<file path="src/rtl/battle_turn_ctrl.sv">
`default_nettype none
// ============================================================================
// Module      : battle_turn_ctrl
// Description : Battle turn sequencer (attack -> apply -> dodge) owning both
//               HP counters and the win/lose verdict.
// Revision    : 1.0 - initial release
// ============================================================================
module battle_turn_ctrl #(
  parameter logic [7:0]  ENEMY_HP_INIT  = 8'd100,
  parameter logic [7:0]  PLAYER_HP_INIT = 8'd20,
  parameter int unsigned DODGE_CYCLES   = 1000,
  parameter logic [7:0]  HIT_DAMAGE     = 8'd4,
  parameter logic [7:0]  HIT_COOLDOWN   = 8'd50
) (
  input  logic       clk,
  input  logic       reset,
  input  logic       i_start_battle,
  input  logic       i_atk_pass,
  input  logic [7:0] i_atk_damage,
  input  logic       i_hit,
  output logic       o_atk_start,
  output logic       o_dodge_active,
  output logic [2:0] o_phase,
  output logic [7:0] o_enemy_hp,
  output logic [7:0] o_player_hp,
  output logic [7:0] o_turn_count,
  output logic       o_win,
  output logic       o_lose
);

  localparam logic [15:0] c_DODGE_LAST = 16'(DODGE_CYCLES - 1);

  typedef enum logic [2:0] {
    S_IDLE     = 3'd0,
    S_ATK_REQ  = 3'd1,
    S_ATK_WAIT = 3'd2,
    S_APPLY    = 3'd3,
    S_DODGE    = 3'd4,
    S_WIN      = 3'd5,
    S_LOSE     = 3'd6
  } phase_t;

  phase_t      r_state;
  phase_t      w_next;
  logic [7:0]  r_enemy_hp;
  logic [7:0]  r_player_hp;
  logic [7:0]  r_turn_count;
  logic [7:0]  r_damage;
  logic [15:0] r_timer;
  logic [7:0]  r_cooldown;

  logic [7:0]  w_enemy_sub;
  logic [7:0]  w_player_sub;
  logic [7:0]  w_player_new;
  logic        w_hit_take;
  logic        w_restart;

  assign w_enemy_sub  = (r_enemy_hp > r_damage) ? (r_enemy_hp - r_damage) : 8'd0;
  assign w_player_sub = (r_player_hp > HIT_DAMAGE) ? (r_player_hp - HIT_DAMAGE) : 8'd0;
  assign w_hit_take   = (r_state == S_DODGE) && i_hit && (r_cooldown == 8'd0);
  assign w_player_new = w_hit_take ? w_player_sub : r_player_hp;
  assign w_restart    = i_start_battle &&
                        ((r_state == S_IDLE) || (r_state == S_WIN) || (r_state == S_LOSE));

  always_ff @(posedge clk or posedge reset) begin
    if (reset) begin
      r_state <= S_IDLE;
    end else begin
      r_state <= w_next;
    end
  end

  always_comb begin
    w_next = r_state;
    case (r_state)
      S_IDLE, S_WIN, S_LOSE: begin
        if (i_start_battle) w_next = S_ATK_REQ;
      end
      S_ATK_REQ: begin
        if (!i_atk_pass) w_next = S_ATK_WAIT;
      end
      S_ATK_WAIT: begin
        if (i_atk_pass) w_next = S_APPLY;
      end
      S_APPLY: begin
        w_next = (w_enemy_sub == 8'd0) ? S_WIN : S_DODGE;
      end
      S_DODGE: begin
        // A hit landing on the final timer cycle is applied before the exit decision
        if (w_player_new == 8'd0)   w_next = S_LOSE;
        else if (r_timer == 16'd0)  w_next = S_ATK_REQ;
      end
      default: w_next = S_IDLE;
    endcase
  end

  always_ff @(posedge clk or posedge reset) begin
    if (reset) begin
      r_enemy_hp   <= ENEMY_HP_INIT;
      r_player_hp  <= PLAYER_HP_INIT;
      r_turn_count <= 8'd0;
      r_damage     <= 8'd0;
      r_timer      <= 16'd0;
      r_cooldown   <= 8'd0;
    end else begin
      if (w_restart) begin
        r_enemy_hp   <= ENEMY_HP_INIT;
        r_player_hp  <= PLAYER_HP_INIT;
        r_turn_count <= 8'd0;
      end
      if ((r_state == S_ATK_WAIT) && i_atk_pass) begin
        r_damage <= i_atk_damage;
      end
      if (r_state == S_APPLY) begin
        r_enemy_hp <= w_enemy_sub;
        if (r_turn_count != 8'hFF) r_turn_count <= r_turn_count + 8'd1;
        r_timer    <= c_DODGE_LAST;
        r_cooldown <= 8'd0;
      end
      if (r_state == S_DODGE) begin
        if (r_timer != 16'd0) r_timer <= r_timer - 16'd1;
        if (w_hit_take) begin
          r_player_hp <= w_player_sub;
          r_cooldown  <= HIT_COOLDOWN;
        end else if (r_cooldown != 8'd0) begin
          r_cooldown <= r_cooldown - 8'd1;
        end
      end
    end
  end

  assign o_phase        = r_state;
  assign o_atk_start    = (r_state == S_ATK_REQ);
  assign o_dodge_active = (r_state == S_DODGE);
  assign o_win          = (r_state == S_WIN);
  assign o_lose         = (r_state == S_LOSE);
  assign o_enemy_hp     = r_enemy_hp;
  assign o_player_hp    = r_player_hp;
  assign o_turn_count   = r_turn_count;

endmodule
`default_nettype wire

</file>
<file path="config.mk">
export PLATFORM = sky130hd
export DESIGN_NAME = battle_turn_ctrl
export DESIGN_NICKNAME = d
export VERILOG_FILES = /design/src/rtl/battle_turn_ctrl.sv
export SDC_FILE = /design/constraint.sdc
export NUM_CORES = 1
export LEC_CHECK = 0
export ABC_AREA = 1
export CAP_MARGIN = 20
export CELL_PAD_IN_SITES_DETAIL_PLACEMENT = 1
export CELL_PAD_IN_SITES_GLOBAL_PLACEMENT = 1
export CORE_MARGIN = 2
export CORE_UTILIZATION = 41
export DETAILED_ROUTE_END_ITERATION = 7
export HOLD_SLACK_MARGIN = 0.06
export PLACE_DENSITY = 0.81
export RECOVER_POWER = 25
export SLEW_MARGIN = 0
export SYNTH_ARGS = -nofsm -noshare
export SYNTH_HDL_FRONTEND = slang
export SYNTH_SLANG_ARGS = --single-unit
export TNS_END_PERCENT = 30
</file>
<file path="constraint.sdc">
create_clock -name clk -period 2.95 [get_ports clk]
set_clock_uncertainty 0.2 [all_clocks]
set_input_delay 0.59 -clock clk [delete_from_list [all_inputs] [get_ports clk]]
set_output_delay 0.59 -clock clk [all_outputs]
set_load 0.02 [all_outputs]
</file>
==> results.md <==
- Status: finished with violations
- Failing checks: capacitance limit
- Crit path DAT: around 2000 ps
- Ratio of cells with drive above 1 in the final layout: a little under a tenth
- First-pass GRT wire length: 16.4 mm
- Critical R2R Launch: o_enemy_hp[0]$_DFFE_PP0P_
- Via count: between 3,000 and 4,000
- Largest net degree at the start of global routing: 60
- Dpl ws: 497 ps
- Synthesized Nets: 503
- Vias per cell: around 5.2
- # Post-CTS Setup Buffers: 0
- Clock power frac: around 16%
- Final setup viols: 0
- CTS tree: done
- Max Cap Viol: 1
- Mapped Area: 3650 µm²
- Critical path endpoint: o_atk_start
- Final slew viol count: 0
- Fin Hold WS: 313 ps
- GRT overflow: 0
- Core area: 8680 µm²
- Logic pwr share: 52.1%
- Sequential fraction of the synthesis area: 40.7%
- Setup crit end kind: output port
- Fmax: between 300 and 400 MHz
- Avg Cell Area, Syn: slightly below 8 µm²
- LEAKAGE: about 2.1 nW
- Post-route setup slack: 212 ps
- GR Util All Layers: 20.9%
- GPL Wtd Cong: approximately 0.87
- Cell Count, Final, Fillers Out: around 640
- Critical Path Source: o_phase[2]$_DFFE_PP0P_
- Cell Pwr Density: 902 nW/µm²
- # rows: 34
- R2R depth: 15
- HPWL after DPL: 7.14 mm
- Final Hold Viols: 0
- RR Endpoint: o_phase[0]$_DFFE_PP0P_
- Worst setup SP type: flip-flop
- N_diodes: 0
- Setup_tns: 0 ps
- Initial antenna violation count: 0
- Worst-path clk slew: about 60 ps
- Flop pwr share: between 30% and 40%
- Net Sw Frac: a little under half
- WS Path Type: flip-flop to output port
- Total CTS buffers: 9
- CTS resizes: 0
- Die area: 9660 µm²
- Max FO, Critical Path: 9
- Longest Clk Path Bufs: 2
- Ys Warns: 0
- Final core occ: about half
- Die Height: about 98 µm
- Slew margin rel.: 0.314%
- Ports: 44
- Period minus WS final: 2740 ps
- Layout Nets: 553
- Drt initial violations: 92
- Post-CTS Hold Fix Bufs: 0
- H-tree depth: 3
- DP Cell Count: 621
- TritonCTS Sinks: 59
- Worst-Skew Late Latency: 340 ps
- Worst Max-Slew Pin Slew: roughly 1500 ps
- IO Port Bufs: 43
- Area Overhead vs Synth: 19.4%
- TritonRoute pass-1 iters: 5
- RSZ-0062 raised after global routing: false
- Net Sw Power: 1.83 mW
- DR DRC count: 0
- Worst min path class: flip-flop to flip-flop
- Synth Instances: 474
- Cell-internal power: ~2.1 mW
- Number of global-route vias before repair: 3,576
- Peak supply drop: 0.405 mV
- Period utilisation layout: 92.8%
- Initial Util: 42.0%
- Required time of the critical path: around 2200 ps
- Root buf cell: clkbuf_8
- Chip Width: 98.3 µm
- WL per Instance: 15.1 µm
- R2R setup slack: approximately 450 ps
- WL final: 9.62 mm
- Cell variety after synth: 48
- DRT antenna net count: 0
- FF+latch count, synth: just under 60
## registers in the layout, indices dropped and copies added (netlist names)
| signal | flops |
|---|---|
| o_enemy_hp | 8 |
| o_phase | 3 |
| o_player_hp | 8 |
| o_turn_count | 8 |
| r_cooldown | 8 |
| r_damage | 8 |
| r_timer | 16 |
## synthesized netlist by cell type, drive strengths merged
master  count  area share [%]
a21oi      20             2.8
xnor2       4            0.96
o32ai       6             1.4
a21boi      1            0.31
ha         15             5.1
nand3      30             4.6
nor3b       3            0.62
o31ai       2            0.41
clkbuf      4            0.41
or2         4            0.69
nand3b      1            0.21
dfstp       5             3.6
o22ai       3            0.51
a31oi       2            0.34
inv        76             7.9
o211ai      4            0.82
o21ai      28             3.8
o21a        2            0.41
mux2i       3            0.82
fa          1            0.55
dfrtp      54              37
a32oi       1            0.24
nand4      10             1.7
a22o        2            0.48
o311ai      1            0.24
nor3        5             1.0
a22oi       1            0.21
a32o        1            0.27
xor2       10             2.4
mux2        1            0.31
buf         2            0.41
o21bai      2            0.51
nand2     108              11
nor2       62             7.2
## logic make-up (layout without fill, tap and decap cells)
family          Yosys count  in the layout  synth area share, %
simple gates            223            223                 27.5
buf+inv                  82            136                 8.72
compound gates           76             76                 12.9
flops                    59             59                 40.7
fa+ha+maj                16             16                 5.70
xor+xnor                 14             14                 3.36
mux                       4              4                 1.13
## how the worst min path moves through the flow
stage / from / to / slack, ps / cells past startpoint
floorplan: r_timer[0]$_DFF_PP0_ / r_timer[0]$_DFF_PP0_ / 260 / 1
global placement: r_timer[0]$_DFF_PP0_ / r_timer[0]$_DFF_PP0_ / 280 / 1
detailed placement: r_timer[11]$_DFF_PP0_ / r_timer[11]$_DFF_PP0_ / 310 / 1
CTS: r_timer[11]$_DFF_PP0_ / r_timer[11]$_DFF_PP0_ / 320 / 1
global route: r_damage[6]$_DFFE_PP0P_ / r_damage[6]$_DFFE_PP0P_ / 330 / 2
finish: r_timer[0]$_DFF_PP0_ / r_timer[0]$_DFF_PP0_ / 310 / 1
## worst max-delay path, cell delays in order, from the launching register on
cell and delay (ps):
dfrtp_1 520, nor3_1 410, clkdlybuf4s50_1 680
## power groups by stage
stage                     logic, mW  registers (mW)  clock network [mW]
final                          2.05            1.25               0.632
after global routing           2.30            1.28               0.693
after CTS                      2.07            1.25               0.656
after detailed placement       2.04            1.25                   0
after global placement         1.96            1.24                   0
after floorplan                1.37            1.29                   0
## final cells by class
| class | instances | area (µm²) |
|---|---|---|
| clock buffers | 12 | 145 |
| multi-input cells | 333 | 1850 |
| repair buffers | 45 | 443 |
| clock inverters | 3 | 15.0 |
| inverters | 76 | 288 |
| flip-flops and latches | 59 | 1480 |
| well taps | 108 | 135 |
| fillers | 1096 | 4320 |
## layout by cell type, fill, tap and decap left out, types with 4 or more instances in the layout
cell             instances
inv_1                   62
xnor2_1                  4
nor2_1                  57
o21ai_1                  9
ha_1                    15
dfrtp_1                 54
o211ai_1                 4
nand4_1                 10
a21oi_1                 19
nor3_1                   4
nand3_1                 28
clkdlybuf4s50_1         42
o21ai_0                 19
o32ai_1                  6
xor2_1                  10
inv_2                   12
dfstp_2                  5
nand2_1                105
clkbuf_8                10
## routing by layer
layer	share of wire (%)	global-route usage, %
met4	0.94	6.22
met3	2.9	4.58
met2	50	36.7
met5	0	0
met1	46	25.9
## per-stage QoR
stage | cell area, µm² | total power, mW
final | 4350 | 3.93
after global routing | 4350 | 4.27
after CTS | 4370 | 3.97
after detailed placement | 4210 | 3.29
after global placement | 4210 | 3.20
after floorplan | 3650 | 2.65
Power figures use the tool's default switching activity.
